File: src/rtl/ifu_refill_arb.sv
// ifu_refill_arb: line-refill sequencer for ifu_cache.
// It arbitrates cache demand misses against prefetcher requests for the single
// memory request port and keeps at most one refill in flight. A refill that sees
// no response is reissued after a timeout. Each returned line is delivered to the
// cache fill port as a one-cycle pulse.
//
// Ports
//   Clock, Rst                  clock, synchronous active-low reset
//   dmd_reqTagIn/ValidIn        demand miss (level)
//   pf_reqTagIn/ValidIn         prefetch request, held until pf_reqAckOut
//   pf_reqAckOut                pulse: prefetch granted or merged
//   mem_req*                    memory request channel (valid/ready)
//   mem_rsp*                    memory response channel (tag-matched)
//   fill_*                      cache fill port; fill_validOut is a one-cycle pulse
//   busyOut                     refill sequencer not idle
//   timeoutErrOut               sticky: a refill ran out of retries
module ifu_refill_arb #(
    parameter int TAG_WIDTH      = 28,
    parameter int LINE_WIDTH     = 128,
    parameter int STARVE_LIMIT   = 4,
    parameter int TIMEOUT_CYCLES = 64,
    parameter int MAX_RETRY      = 2
) (
    input  logic                  Clock,
    input  logic                  Rst,
    input  logic [TAG_WIDTH-1:0]  dmd_reqTagIn,
    input  logic                  dmd_reqValidIn,
    input  logic [TAG_WIDTH-1:0]  pf_reqTagIn,
    input  logic                  pf_reqValidIn,
    output logic                  pf_reqAckOut,
    output logic [TAG_WIDTH-1:0]  mem_reqTagOut,
    output logic                  mem_reqValidOut,
    input  logic                  mem_reqReadyIn,
    input  logic [TAG_WIDTH-1:0]  mem_rspTagIn,
    input  logic [LINE_WIDTH-1:0] mem_rspLineIn,
    input  logic                  mem_rspValidIn,
    output logic [TAG_WIDTH-1:0]  fill_tagOut,
    output logic [LINE_WIDTH-1:0] fill_lineOut,
    output logic                  fill_validOut,
    output logic                  fill_isPfOut,
    output logic                  busyOut,
    output logic                  timeoutErrOut
);

    localparam int TO_W = (TIMEOUT_CYCLES > 2) ? $clog2(TIMEOUT_CYCLES) : 1;
    localparam int ST_W = $clog2(STARVE_LIMIT + 1);
    localparam int RT_W = $clog2(MAX_RETRY + 2);

    // The timeout counter starts at the request handshake, so the last WAIT cycle
    // is TIMEOUT_CYCLES-2; reissued handshakes then land TIMEOUT_CYCLES apart.
    localparam logic [TO_W-1:0] TO_LAST = TO_W'(TIMEOUT_CYCLES - 2);
    localparam logic [ST_W-1:0] ST_MAX  = ST_W'(STARVE_LIMIT);
    localparam logic [RT_W-1:0] RT_MAX  = RT_W'(MAX_RETRY);

    typedef enum logic [1:0] {
        ST_IDLE = 2'd0,
        ST_REQ  = 2'd1,
        ST_WAIT = 2'd2,
        ST_FILL = 2'd3
    } state_t;

    state_t                 state_r;
    state_t                 state_s;
    logic [TAG_WIDTH-1:0]   tag_r;
    logic [TAG_WIDTH-1:0]   tag_s;
    logic                   src_pf_r;
    logic                   src_pf_s;
    logic [TO_W-1:0]        to_cnt_r;
    logic [TO_W-1:0]        to_cnt_s;
    logic [RT_W-1:0]        retry_r;
    logic [RT_W-1:0]        retry_s;
    logic [ST_W-1:0]        starve_r;
    logic [ST_W-1:0]        starve_s;
    logic [TAG_WIDTH-1:0]   last_tag_r;
    logic                   ign_r;
    logic                   ack_s;
    logic                   err_set_s;

    logic                   dmd_ok_s;
    logic                   pf_new_s;
    logic                   pick_p_s;
    logic                   pick_d_s;
    logic                   merge_busy_s;
    logic                   rsp_hit_s;

    // A demand for the line just filled is ignored in the first IDLE cycle: the
    // cache has not yet seen its own hit. A prefetch already acked last cycle is
    // not new, because the prefetcher only drops it after seeing the ack.
    assign dmd_ok_s     = dmd_reqValidIn && !(ign_r && (dmd_reqTagIn == last_tag_r));
    assign pf_new_s     = pf_reqValidIn && !pf_reqAckOut;
    assign pick_p_s     = (state_r == ST_IDLE) && pf_new_s && (!dmd_ok_s || (starve_r == ST_MAX));
    assign pick_d_s     = (state_r == ST_IDLE) && dmd_ok_s && !pick_p_s;
    assign merge_busy_s = (state_r != ST_IDLE) && pf_new_s && (pf_reqTagIn == tag_r);
    assign rsp_hit_s    = mem_rspValidIn && (mem_rspTagIn == tag_r);

    // Next-state, arbitration, merge-ack and counter updates.
    always_comb begin
        state_s   = state_r;
        tag_s     = tag_r;
        src_pf_s  = src_pf_r;
        to_cnt_s  = to_cnt_r;
        retry_s   = retry_r;
        ack_s     = merge_busy_s;
        err_set_s = 1'b0;

        case (state_r)
            ST_IDLE: begin
                if (pick_p_s) begin
                    state_s  = ST_REQ;
                    tag_s    = pf_reqTagIn;
                    src_pf_s = 1'b1;
                    retry_s  = {RT_W{1'b0}};
                    ack_s    = 1'b1;
                end else if (pick_d_s) begin
                    state_s  = ST_REQ;
                    tag_s    = dmd_reqTagIn;
                    src_pf_s = 1'b0;
                    retry_s  = {RT_W{1'b0}};
                    // A prefetch for the same line rides along with the demand refill.
                    ack_s    = pf_new_s && (pf_reqTagIn == dmd_reqTagIn);
                end else begin
                    state_s  = ST_IDLE;
                end
            end
            ST_REQ: begin
                if (mem_reqReadyIn) begin
                    state_s  = ST_WAIT;
                    to_cnt_s = {TO_W{1'b0}};
                end else begin
                    state_s  = ST_REQ;
                end
            end
            ST_WAIT: begin
                if (rsp_hit_s) begin
                    state_s = ST_FILL;
                end else if (to_cnt_r == TO_LAST) begin
                    if (retry_r < RT_MAX) begin
                        state_s = ST_REQ;
                        retry_s = retry_r + RT_W'(1);
                    end else begin
                        state_s   = ST_IDLE;
                        retry_s   = {RT_W{1'b0}};
                        err_set_s = 1'b1;
                    end
                end else begin
                    to_cnt_s = to_cnt_r + TO_W'(1);
                end
            end
            ST_FILL: begin
                state_s = ST_IDLE;
                retry_s = {RT_W{1'b0}};
            end
            default: begin
                state_s = ST_IDLE;
            end
        endcase

        // Starvation counter: counts demand wins over a waiting prefetch.
        if (!pf_reqValidIn) begin
            starve_s = {ST_W{1'b0}};
        end else if (pick_p_s) begin
            starve_s = {ST_W{1'b0}};
        end else if (pick_d_s && !ack_s && (starve_r < ST_MAX)) begin
            starve_s = starve_r + ST_W'(1);
        end else begin
            starve_s = starve_r;
        end
    end

    // Sequencer state, latched request context and counters.
    always_ff @(posedge Clock) begin
        if (!Rst) begin
            state_r    <= ST_IDLE;
            tag_r      <= {TAG_WIDTH{1'b0}};
            src_pf_r   <= 1'b0;
            to_cnt_r   <= {TO_W{1'b0}};
            retry_r    <= {RT_W{1'b0}};
            starve_r   <= {ST_W{1'b0}};
            last_tag_r <= {TAG_WIDTH{1'b0}};
            ign_r      <= 1'b0;
        end else begin
            state_r    <= state_s;
            tag_r      <= tag_s;
            src_pf_r   <= src_pf_s;
            to_cnt_r   <= to_cnt_s;
            retry_r    <= retry_s;
            starve_r   <= starve_s;
            ign_r      <= (state_r == ST_FILL);
            last_tag_r <= (state_r == ST_FILL) ? tag_r : last_tag_r;
        end
    end

    // Registered outputs, decoded from the next state so they line up with it.
    always_ff @(posedge Clock) begin
        if (!Rst) begin
            pf_reqAckOut    <= 1'b0;
            mem_reqTagOut   <= {TAG_WIDTH{1'b0}};
            mem_reqValidOut <= 1'b0;
            fill_tagOut     <= {TAG_WIDTH{1'b0}};
            fill_lineOut    <= {LINE_WIDTH{1'b0}};
            fill_validOut   <= 1'b0;
            fill_isPfOut    <= 1'b0;
            busyOut         <= 1'b0;
            timeoutErrOut   <= 1'b0;
        end else begin
            pf_reqAckOut    <= ack_s;
            mem_reqValidOut <= (state_s == ST_REQ);
            mem_reqTagOut   <= (state_s == ST_REQ) ? tag_s : {TAG_WIDTH{1'b0}};
            fill_validOut   <= (state_s == ST_FILL);
            fill_tagOut     <= (state_s == ST_FILL) ? tag_r : {TAG_WIDTH{1'b0}};
            fill_lineOut    <= (state_s == ST_FILL) ? mem_rspLineIn : {LINE_WIDTH{1'b0}};
            fill_isPfOut    <= (state_s == ST_FILL) ? src_pf_r : 1'b0;
            busyOut         <= (state_s != ST_IDLE);
            timeoutErrOut   <= timeoutErrOut | err_set_s;
        end
    end

endmodule

File: config.mk
export PLATFORM = sky130hd
export DESIGN_NAME = ifu_refill_arb
export DESIGN_NICKNAME = d
export VERILOG_FILES = /design/src/rtl/ifu_refill_arb.sv
export SDC_FILE = /design/constraint.sdc
export NUM_CORES = 1
export LEC_CHECK = 0
export CORE_AREA = 4 4 158 160
export DETAILED_ROUTE_END_ITERATION = 10
export DIE_AREA = 0 0 162 164
export GPL_ROUTABILITY_DRIVEN = 0
export GPL_TIMING_DRIVEN = 0
export PLACE_DENSITY_LB_ADDON = 0.12
export SLEW_MARGIN = 30
export SYNTH_ARGS = -nofsm -noshare
export SYNTH_HDL_FRONTEND = slang
export SYNTH_SLANG_ARGS = --single-unit
File: constraint.sdc
create_clock -name Clock -period 5.8 [get_ports Clock]
set_clock_uncertainty 0.1 [all_clocks]
set_input_delay 0.58 -clock Clock [delete_from_list [all_inputs] [get_ports Clock]]
set_output_delay 0.58 -clock Clock [all_outputs]
set_load 0.01 [all_outputs]
==> tab_implementation.tex, run 1 <==
\begin{tabular}{lr}
\hline
Metric & Value \\
\hline
\multicolumn{2}{l}{\textbf{Synthesis}} \\
Syn nets & 1079 \\
Number of enable flip-flop cells after synthesis & 0 \\
Register area share after synthesis & 56.32\% \\
Total number of yosys warnings & 0 \\
Most instantiated library cell after synthesis & sky130\_fd\_sc\_hd\_\_dfxtp\_1 \\
Async set or reset register ratio after synthesis & 0\% \\
Top cell type by total area after synthesis & sky130\_fd\_sc\_hd\_\_dfxtp\_1 \\
Leading cell types by total area after synthesis & sky130\_fd\_sc\_hd\_\_dfxtp\_1 (56\%), sky130\_fd\_sc\_hd\_\_and2\_1 (11\%), sky130\_fd\_sc\_hd\_\_xnor2\_1 (7.7\%), sky130\_fd\_sc\_hd\_\_nor2b\_1 (4.0\%), sky130\_fd\_sc\_hd\_\_mux2i\_1 (3.3\%) \\
Netlist area before placement & 9278 um2 \\
Post-Syn Instances & 853 \\
Post-synthesis register bit count & roughly 260 \\
Synth top area share & 56.32\% \\
Mean instance size in the synthesized netlist & 10.88 um2 \\
Top\_reg\_cell synth & sky130\_fd\_sc\_hd\_\_dfxtp\_1 \\
Commonest cells in the synthesized netlist & sky130\_fd\_sc\_hd\_\_dfxtp\_1 (261), sky130\_fd\_sc\_hd\_\_and2\_1 (158), sky130\_fd\_sc\_hd\_\_xnor2\_1 (82) \\
Distinct cells, synth & 39 \\
\multicolumn{2}{l}{\textbf{Routing}} \\
Wire per inst & about 20 um \\
Iter 0 DRT Violations & slightly below 500 \\
WL final & 32770 um \\
Via count & 7585 \\
Vias per cell & 4.645 \\
First-pass iteration count of the detailed router & 6 \\
Final antenna-violating net count & 0 \\
Remaining routing DRC violations & 0 \\
\multicolumn{2}{l}{\textbf{Clocking}} \\
CTS Hold Bufs & 0 \\
Clock tree root driver cell & sky130\_fd\_sc\_hd\_\_clkbuf\_16 \\
H-tree depth reported by CTS & 1 \\
Clock edge transition at the registers on the reported setup and hold paths & $\sim$60 ps \\
Clock tree from TritonCTS & built \\
Postcts setup bufs & 0 \\
Resize count post-CTS & 0 \\
Source-to-sink clock delay at the later pin of the worst-skew pair & $\sim$530 ps \\
Number of buffers added by the clock tree synthesis step & 28 \\
Clock tree buffer depth & 3 \\
TritonCTS Sinks & 261 \\
\multicolumn{2}{l}{\textbf{Global routing}} \\
Aggregate global routing overflow & 0 \\
Via count of the first global-routing pass & 7699 \\
Initial antenna violation count & 7 \\
GRT Overall Usage & 23.51\% \\
Pin count of the biggest net entering global routing & 14 \\
Global-route wire length before repair & 47460 um \\
\multicolumn{2}{l}{\textbf{Placement}} \\
\# port buffers & 406 \\
Cell area reported after detailed placement & 13740 um2 \\
Final HPWL from detailed placement & 26600 um \\
Pre-CTS setup slack & 1965 ps \\
\multicolumn{2}{l}{\textbf{Timing}} \\
Measured slew at the worst slew-check pin & 831.2 ps \\
Worst hold margin & 377.3 ps \\
Final setup violation count & 0 \\
Unrepaired setup endpoints after global routing & false \\
Clock period minus final worst setup slack & roughly 3300 ps \\
Total Neg Setup Slack & 0 ps \\
Max Slew Vio Count & 0 \\
Relative max-transition margin & about 45\% \\
Number of hold-slack violations in the final timing report & 0 \\
Final WS setup & 2504 ps \\
Upper clock frequency limit & 303.4 MHz \\
Share of the cycle needed by the critical path after routing & between 50 and 60\% \\
\multicolumn{2}{l}{\textbf{Worst setup path}} \\
Reg2reg start & last\_tag\_r[4] \\
Crit Path Category & in2reg \\
Peak fanout along the critical path & 10 \\
Cell depth of the worst flop-to-flop path & 8 \\
Data arrival time of the critical path & roughly 3700 ps \\
Maximum single-stage delay on the critical path & around 510 ps \\
Worst setup EP type & flip-flop \\
Capture instance of the worst register-to-register path & mem\_reqTagOut[1] \\
Timing endpoint of the critical path & mem\_reqTagOut[1] \\
Critical path's slowest cell & sky130\_fd\_sc\_hd\_\_a21oi\_1 \\
Crit start category & input pin \\
Worst path cell trace & clkdlybuf4s50\_1 > xnor2\_1 > nand4\_1 > nor4\_1 > a21boi\_1 > a21oi\_1 > clkbuf\_1 > a222oi\_1 > nor2\_1 \\
Reg-to-reg slack, setup & 2760 ps \\
Crit path from & dmd\_reqTagIn[4] \\
Worst endpoint required time & 6150 ps \\
\multicolumn{2}{l}{\textbf{Floorplan}} \\
Area of the die & 26570 um2 \\
Starting density of the core & 39.64\% \\
Core Area & between 20000 and 25000 um2 \\
Cell Rows & 56 \\
Die height & around 160 um \\
Number of primary I/O pins & 408 \\
Die Wd & roughly 160 um \\
\multicolumn{2}{l}{\textbf{Power and ir drop}} \\
Total internal power & approximately 0.0032 W \\
Clock Power Share & 41.3\% \\
Relative contribution of sequential cells to total power & approximately 45\% \\
Combinational cell fraction of total power & 13.8\% \\
Sw Share & 24.23\% \\
Leakage power total & 5.418 nW \\
Switching power summed over all nets & around 0.0010 W \\
Largest vdd supply drop & 0.2122 mV \\
Power Density & 290.4 nW/um2 \\
\multicolumn{2}{l}{\textbf{Cells and area}} \\
Post-synthesis to final-layout area growth & 58.23\% \\
Proportion of layout cells with a drive suffix above 1 & about 5.2\% \\
Finished Cell Area & 14680 um2 \\
Layout filler cell count & between 2000 and 2500 \\
Total number of nets in the final design & 1515 \\
Core Util, Final & 62.73\% \\
\multicolumn{2}{l}{\textbf{Min path}} \\
Class of the most critical hold timing path & reg2reg \\
\multicolumn{2}{l}{\textbf{Status}} \\
Run status & complete, no violations \\
\multicolumn{2}{l}{\textbf{Run}} \\
Maximum Capacitance Violations & 0 \\
\hline
\end{tabular}
## layer usage
layer  up-vias  track usage (%)  part of all wire (%)
met3        51            7.177                   9.2
li1       3724                -                     -
met5         -                0                 0.061
met2       330            41.53                    50
met4         4            6.959                   2.0
met1      3476            27.60                    39
## worst max-delay path: cells and delay by family
| kind | cells | cell delay [ps] |
|---|---|---|
| compound gates | 3 | 940 |
| xor+xnor | 1 | 330 |
| buf+inv | 2 | 1010 |
| simple gates | 3 | 790 |
## worst min path at each step
stage | slack, ps | endpoint | start | cells after the start
floorplan | 330 | fill_isPfOut | src_pf_r | 1
global placement | 360 | timeoutErrOut | timeoutErrOut | 1
detailed placement | 360 | timeoutErrOut | timeoutErrOut | 1
CTS | 380 | timeoutErrOut | timeoutErrOut | 1
global route | 390 | timeoutErrOut | timeoutErrOut | 1
finish | 380 | timeoutErrOut | timeoutErrOut | 1
## layout by cell type, fill, tap and decap left out, types with 2 or more instances in the layout
cell and n:
sky130_fd_sc_hd__nand3_1 8, sky130_fd_sc_hd__and2_1 158, sky130_fd_sc_hd__ha_1 8, sky130_fd_sc_hd__o22ai_1 3
sky130_fd_sc_hd__xnor2_1 82, sky130_fd_sc_hd__buf_6 2, sky130_fd_sc_hd__o21a_1 6, sky130_fd_sc_hd__inv_1 11
sky130_fd_sc_hd__or3_1 4, sky130_fd_sc_hd__clkdlybuf4s50_1 406, sky130_fd_sc_hd__and3_1 3, sky130_fd_sc_hd__nor2b_1 59
sky130_fd_sc_hd__nor4_2 2, sky130_fd_sc_hd__clkbuf_8 8, sky130_fd_sc_hd__a222oi_1 28, sky130_fd_sc_hd__a21oi_1 8
sky130_fd_sc_hd__nor3_1 6, sky130_fd_sc_hd__clkinv_2 4, sky130_fd_sc_hd__clkbuf_1 27, sky130_fd_sc_hd__xor2_1 31
sky130_fd_sc_hd__clkbuf_2 12, sky130_fd_sc_hd__nand2b_1 3, sky130_fd_sc_hd__nand4_1 22, sky130_fd_sc_hd__o21ai_0 5
sky130_fd_sc_hd__a21boi_1 2, sky130_fd_sc_hd__dfxtp_1 261, sky130_fd_sc_hd__clkbuf_16 29, sky130_fd_sc_hd__nor2_1 35
sky130_fd_sc_hd__diode_2 6, sky130_fd_sc_hd__buf_2 3, sky130_fd_sc_hd__clkinvlp_4 2, sky130_fd_sc_hd__nand2_1 15
sky130_fd_sc_hd__mux2i_1 31, sky130_fd_sc_hd__nor4_1 11
## kinds of logic (layout without fill, tap and decap cells)
group / count (synthesis) / in the layout / synth area share (%)
multiplexers: 31 / 31 / 3.345
flip-flops: 261 / 261 / 56.32
other: 0 / 6 / 0
AO/OA/AOI/OAI: 55 / 55 / 4.868
AND/OR/NAND/NOR: 332 / 332 / 21.17
adder cells (fa/ha/maj): 8 / 8 / 1.079
buffers and inverters: 53 / 508 / 2.549
XOR/XNOR: 113 / 113 / 10.67
## through the flow
| step | cells | total power, W |
|---|---|---|
| 6_report | 1633 | 0.004263 |
| 5_1_grt | 1632 | 0.004428 |
| 4_1_cts | 1627 | 0.004303 |
| 3_5_place_dp | 1578 | 0.002536 |
| 3_3_place_gp | 1578 | 0.002533 |
| 2_1_floorplan | 853 | 0.002188 |
## power by group through the flow
stage / registers (W) / logic (W) / clock network (W)
after global routing: 0.00192 / 0.000629 / 0.00188
after global placement: 0.00195 / 0.000581 / 0
after CTS: 0.00191 / 0.000587 / 0.00180
final: 0.00192 / 0.000587 / 0.00176
after floorplan: 0.00195 / 0.000236 / 0
after detailed placement: 0.00195 / 0.000582 / 0
## layout make-up
class,count,area (um2),area share (%)
diodes,6,15.01,0.1023
plain buffers,42,195.2,1.330
clock buffers,41,850.8,5.796
clock inverters,8,73.82,0.5029
inverters,11,41.29,0.2813
multi-input cells,539,3816,26.00
flip-flops and latches,261,5225,35.59
well taps,319,399.1,2.719
repair buffers,406,4064,27.68
## state kept, by name, indices dropped and copies added, names as in the netlist, 2 cells and up
register	flops
last_tag_r	28
tag_r	28
retry_r	2
fill_tagOut	28
fill_lineOut	128
starve_r	3
to_cnt_r	6
state_r	2
mem_reqTagOut	28
Power figures use the tool's default switching activity.
==> run 2: changes to the inputs <==
CORE_AREA = default   (was 4 4 158 160)
CORE_MARGIN = 4   (was default)
CORE_UTILIZATION = 38   (was default)
DIE_AREA = default   (was 0 0 162 164)
clock period = 2.7 ns   (was 5.8 ns; I/O delays follow)
==> tab_implementation.tex, run 2 (synthesis gave the netlist of run 1 again) <==
\begin{tabular}{lr}
\hline
Metric & Value \\
\hline
\multicolumn{2}{l}{\textbf{Power and ir drop}} \\
Power Density & 625.1 nW/um2 (was 290.4 nW/um2) \\
Leakage power total & 5.595 nW (was 5.418 nW) \\
Relative contribution of sequential cells to total power & 44.1\% (was 44.9\%) \\
Switching power summed over all nets & 0.002264 W (was 0.001033 W) \\
Largest vdd supply drop & 0.4233 mV (was 0.2122 mV) \\
Total internal power & 0.007091 W (was 0.003230 W) \\
Clock Power Share & 41.9\% (was 41.3\%) \\
Sw Share & 24.20\% (was 24.23\%) \\
Total Power Consumption & 0.009356 W (was 0.004263 W) \\
Combinational cell fraction of total power & 14.0\% (was 13.8\%) \\
\multicolumn{2}{l}{\textbf{Routing}} \\
Vias per cell & 4.650 (was 4.645) \\
Wire per inst & 20.01 um (was 20.07 um) \\
Final antenna-violating net count & 0 (unchanged) \\
WL final & 32950 um (was 32770 um) \\
First-pass iteration count of the detailed router & 6 (unchanged) \\
Via count & 7658 (was 7585) \\
Iter 0 DRT Violations & 527 (was 489) \\
Remaining routing DRC violations & 0 (unchanged) \\
\multicolumn{2}{l}{\textbf{Cells and area}} \\
Max reg flops & 128 (unchanged) \\
Largest register by flop count & fill\_lineOut (unchanged) \\
Highest-count cells in the layout ignoring fill and taps & sky130\_fd\_sc\_hd\_\_clkdlybuf4s50\_1 (406), sky130\_fd\_sc\_hd\_\_dfxtp\_1 (245), sky130\_fd\_sc\_hd\_\_and2\_1 (157), sky130\_fd\_sc\_hd\_\_xnor2\_1 (76), sky130\_fd\_sc\_hd\_\_nor2b\_1 (59) (was sky130\_fd\_sc\_hd\_\_clkdlybuf4s50\_1 (406), sky130\_fd\_sc\_hd\_\_dfxtp\_1 (261), sky130\_fd\_sc\_hd\_\_and2\_1 (158), sky130\_fd\_sc\_hd\_\_xnor2\_1 (82), sky130\_fd\_sc\_hd\_\_nor2b\_1 (59)) \\
Post-synthesis to final-layout area growth & 61.32\% (was 58.23\%) \\
Total number of nets in the final design & 1524 (was 1515) \\
Proportion of layout cells with a drive suffix above 1 & 9.091\% (was 5.199\%) \\
Number of cells in the finished layout apart from fillers & 1647 (was 1633) \\
Finished Cell Area & 14970 um2 (was 14680 um2) \\
Most frequent standard cell in the layout excluding fill and tap cells & sky130\_fd\_sc\_hd\_\_clkdlybuf4s50\_1 (unchanged) \\
\multicolumn{2}{l}{\textbf{Clocking}} \\
Clock edge transition at the registers on the reported setup and hold paths & 60 ps (about the same) \\
Clock tree from TritonCTS & built (unchanged) \\
Source-to-sink clock delay at the later pin of the worst-skew pair & 540 ps (was 530 ps) \\
H-tree depth reported by CTS & 1 (unchanged) \\
Clock tree buffer depth & 3 (unchanged) \\
Clock tree root driver cell & sky130\_fd\_sc\_hd\_\_clkbuf\_16 (unchanged) \\
TritonCTS Sinks & 261 (unchanged) \\
Number of buffers added by the clock tree synthesis step & 29 (was 28) \\
\multicolumn{2}{l}{\textbf{Timing}} \\
Max Slew Vio Count & 0 (unchanged) \\
Upper clock frequency limit & 380.9 MHz \\
Final WS setup & 74.65 ps (was 2504 ps) \\
Relative max-transition margin & 43.36\% (was 44.59\%) \\
Final setup violation count & 0 (unchanged) \\
Share of the cycle needed by the critical path after routing & 97.24\% \\
Number of hold-slack violations in the final timing report & 0 (unchanged) \\
Clock period minus final worst setup slack & $\sim$2600 ps \\
Measured slew at the worst slew-check pin & 849.7 ps (was 831.2 ps) \\
\multicolumn{2}{l}{\textbf{Worst setup path}} \\
Data arrival time of the critical path & 2940 ps (was 3650 ps) \\
Number of buffers and inverters on the critical path & 3 (was 2) \\
Peak fanout along the critical path & 10 (unchanged) \\
Instance count on the critical path & 10 (was 9) \\
Critical path's slowest cell & sky130\_fd\_sc\_hd\_\_nor4\_4 (was sky130\_fd\_sc\_hd\_\_a21oi\_1) \\
Crit Path Category & reg2reg (was in2reg) \\
Worst endpoint required time & 3020 ps (was 6150 ps) \\
Worst path cell trace & xnor2\_2 > nand4\_1 > nor4\_4 > a21boi\_2 > and3\_1 > buf\_2 > buf\_4 > a222oi\_1 > buf\_4 > nor2\_1 (was clkdlybuf4s50\_1 > xnor2\_1 > nand4\_1 > nor4\_1 > a21boi\_1 > a21oi\_1 > clkbuf\_1 > a222oi\_1 > nor2\_1) \\
Crit path from & last\_tag\_r[7] (was dmd\_reqTagIn[4]) \\
Timing endpoint of the critical path & mem\_reqTagOut[18] (was mem\_reqTagOut[1]) \\
Crit start category & flip-flop (was input pin) \\
Dominant delay contributor by cell family on the critical path & simple AND/OR/NAND/NOR gates (was buffers and inverters) \\
Worst setup EP type & flip-flop (unchanged) \\
Reg2reg start & last\_tag\_r[7] (was last\_tag\_r[4]) \\
Maximum single-stage delay on the critical path & 350 ps (was 510 ps) \\
Capture instance of the worst register-to-register path & mem\_reqTagOut[18] (was mem\_reqTagOut[1]) \\
Reg-to-reg slack, setup & 70 ps (was 2760 ps) \\
Cell depth of the worst flop-to-flop path & 10 (was 8) \\
Most prevalent standard cell on the critical path & sky130\_fd\_sc\_hd\_\_buf\_4 \\
\multicolumn{2}{l}{\textbf{Placement}} \\
Cell area reported after detailed placement & 13740 um2 (unchanged) \\
Number of instances in the placed design & 1578 (unchanged) \\
\# port buffers & 406 (unchanged) \\
Pre-CTS setup slack & -852.5 ps (was 1965 ps) \\
Final HPWL from detailed placement & 26580 um (was 26600 um) \\
\multicolumn{2}{l}{\textbf{Global routing}} \\
Pin count of the biggest net entering global routing & 14 (unchanged) \\
Global-route wire length before repair & 47080 um (was 47460 um) \\
Via count of the first global-routing pass & 7716 (was 7699) \\
GRT Overall Usage & 23.06\% (was 23.51\%) \\
Initial antenna violation count & 9 (was 7) \\
Aggregate global routing overflow & 0 (unchanged) \\
\multicolumn{2}{l}{\textbf{Run}} \\
Maximum Capacitance Violations & 0 (unchanged) \\
\multicolumn{2}{l}{\textbf{Min path}} \\
Min-Delay Startpoint & Rst (was timeoutErrOut) \\
Class of the most critical hold timing path & in2reg (was reg2reg) \\
\multicolumn{2}{l}{\textbf{Floorplan}} \\
Die Wd & 164.3 um (was 162 um) \\
Area of the die & 26980 um2 (was 26570 um2) \\
Cell Rows & 56 (unchanged) \\
Number of primary I/O pins & 408 (unchanged) \\
Die height & 164.3 um (was 164 um) \\
Core Area & 23750 um2 (was 23400 um2) \\
Starting density of the core & 39.06\% (was 39.64\%) \\
\multicolumn{2}{l}{\textbf{Status}} \\
Run status & complete, no violations (unchanged) \\
\hline
\end{tabular}
-- run 2: worst min path at each step --
stage / endpoint / slack, ps / cells after the start
6_report: retry_r[0] / 190 / 3
3_3_place_gp: timeoutErrOut / 350 / 1
2_1_floorplan: fill_lineOut[0] / 290 / 1
3_5_place_dp: timeoutErrOut / 360 / 1
5_1_grt: fill_lineOut[3] / 180 / 2
4_1_cts: retry_r[0] / 170 / 3
-- run 2: per-layer routing --
| metal | track usage (%) | up-vias | wire, um |
|---|---|---|---|
| met5 | 0 | - | 8 |
| met4 | 8.540 | 2 | 856 |
| met3 | 6.826 | 50 | 3266 |
| met2 | 38.79 | 377 | 16160 |
| met1 | 27.92 | 3499 | 12660 |
| li1 | - | 3730 | - |
-- run 2: repair_timing --
item / CTS / global route
setup buffers: 3 / 5
setup endpoints to repair: 221 / 198
hold buffers: 0 / 0
resized for setup: 27 / 41
pin swaps: 5 / 13
-- run 2: tightest hold or removal path: cells and delay by family --
kind	cells	cell delay, ps
buffers and inverters	1	250
AOI/OAI and AO/OA	1	70
and+or+nand+nor	1	160
-- run 2: power groups by stage --
stage	Clock [W]	Sequential [W]	Combinational, W
after floorplan	0	0.00419	0.000507
after global placement	0	0.00419	0.00125
after detailed placement	0	0.00420	0.00125
after CTS	0.00401	0.00412	0.00127
after global routing	0.00419	0.00413	0.00140
final	0.00392	0.00412	0.00131
-- run 2: final cells by class --
| cell class | instances | area (um2) |
|---|---|---|
| Clock buffer | 42 | 854.6 |
| Inverter | 11 | 41.29 |
| Multi-Input combinational cell | 539 | 3933 |
| Timing Repair Buffer | 414 | 4124 |
| Sequential cell | 261 | 5248 |
| Buffer | 42 | 232.7 |
| Clock inverter | 11 | 115.1 |
| Tap cell | 319 | 399.1 |
| Fill cell | 1950 | 8786 |
| Antenna cell | 8 | 20.02 |
-- run 2: per-stage QoR --
step	utilization (%)	hold slack [ps]	TNS [ps]
2_1_floorplan	-	291.7	0
3_3_place_gp	57.85	351.9	-159850
3_5_place_dp	57.85	362.3	-161730
4_1_cts	62.33	166.8	0
5_1_grt	63.01	181.8	-105.1
6_report	63.01	185.4	0
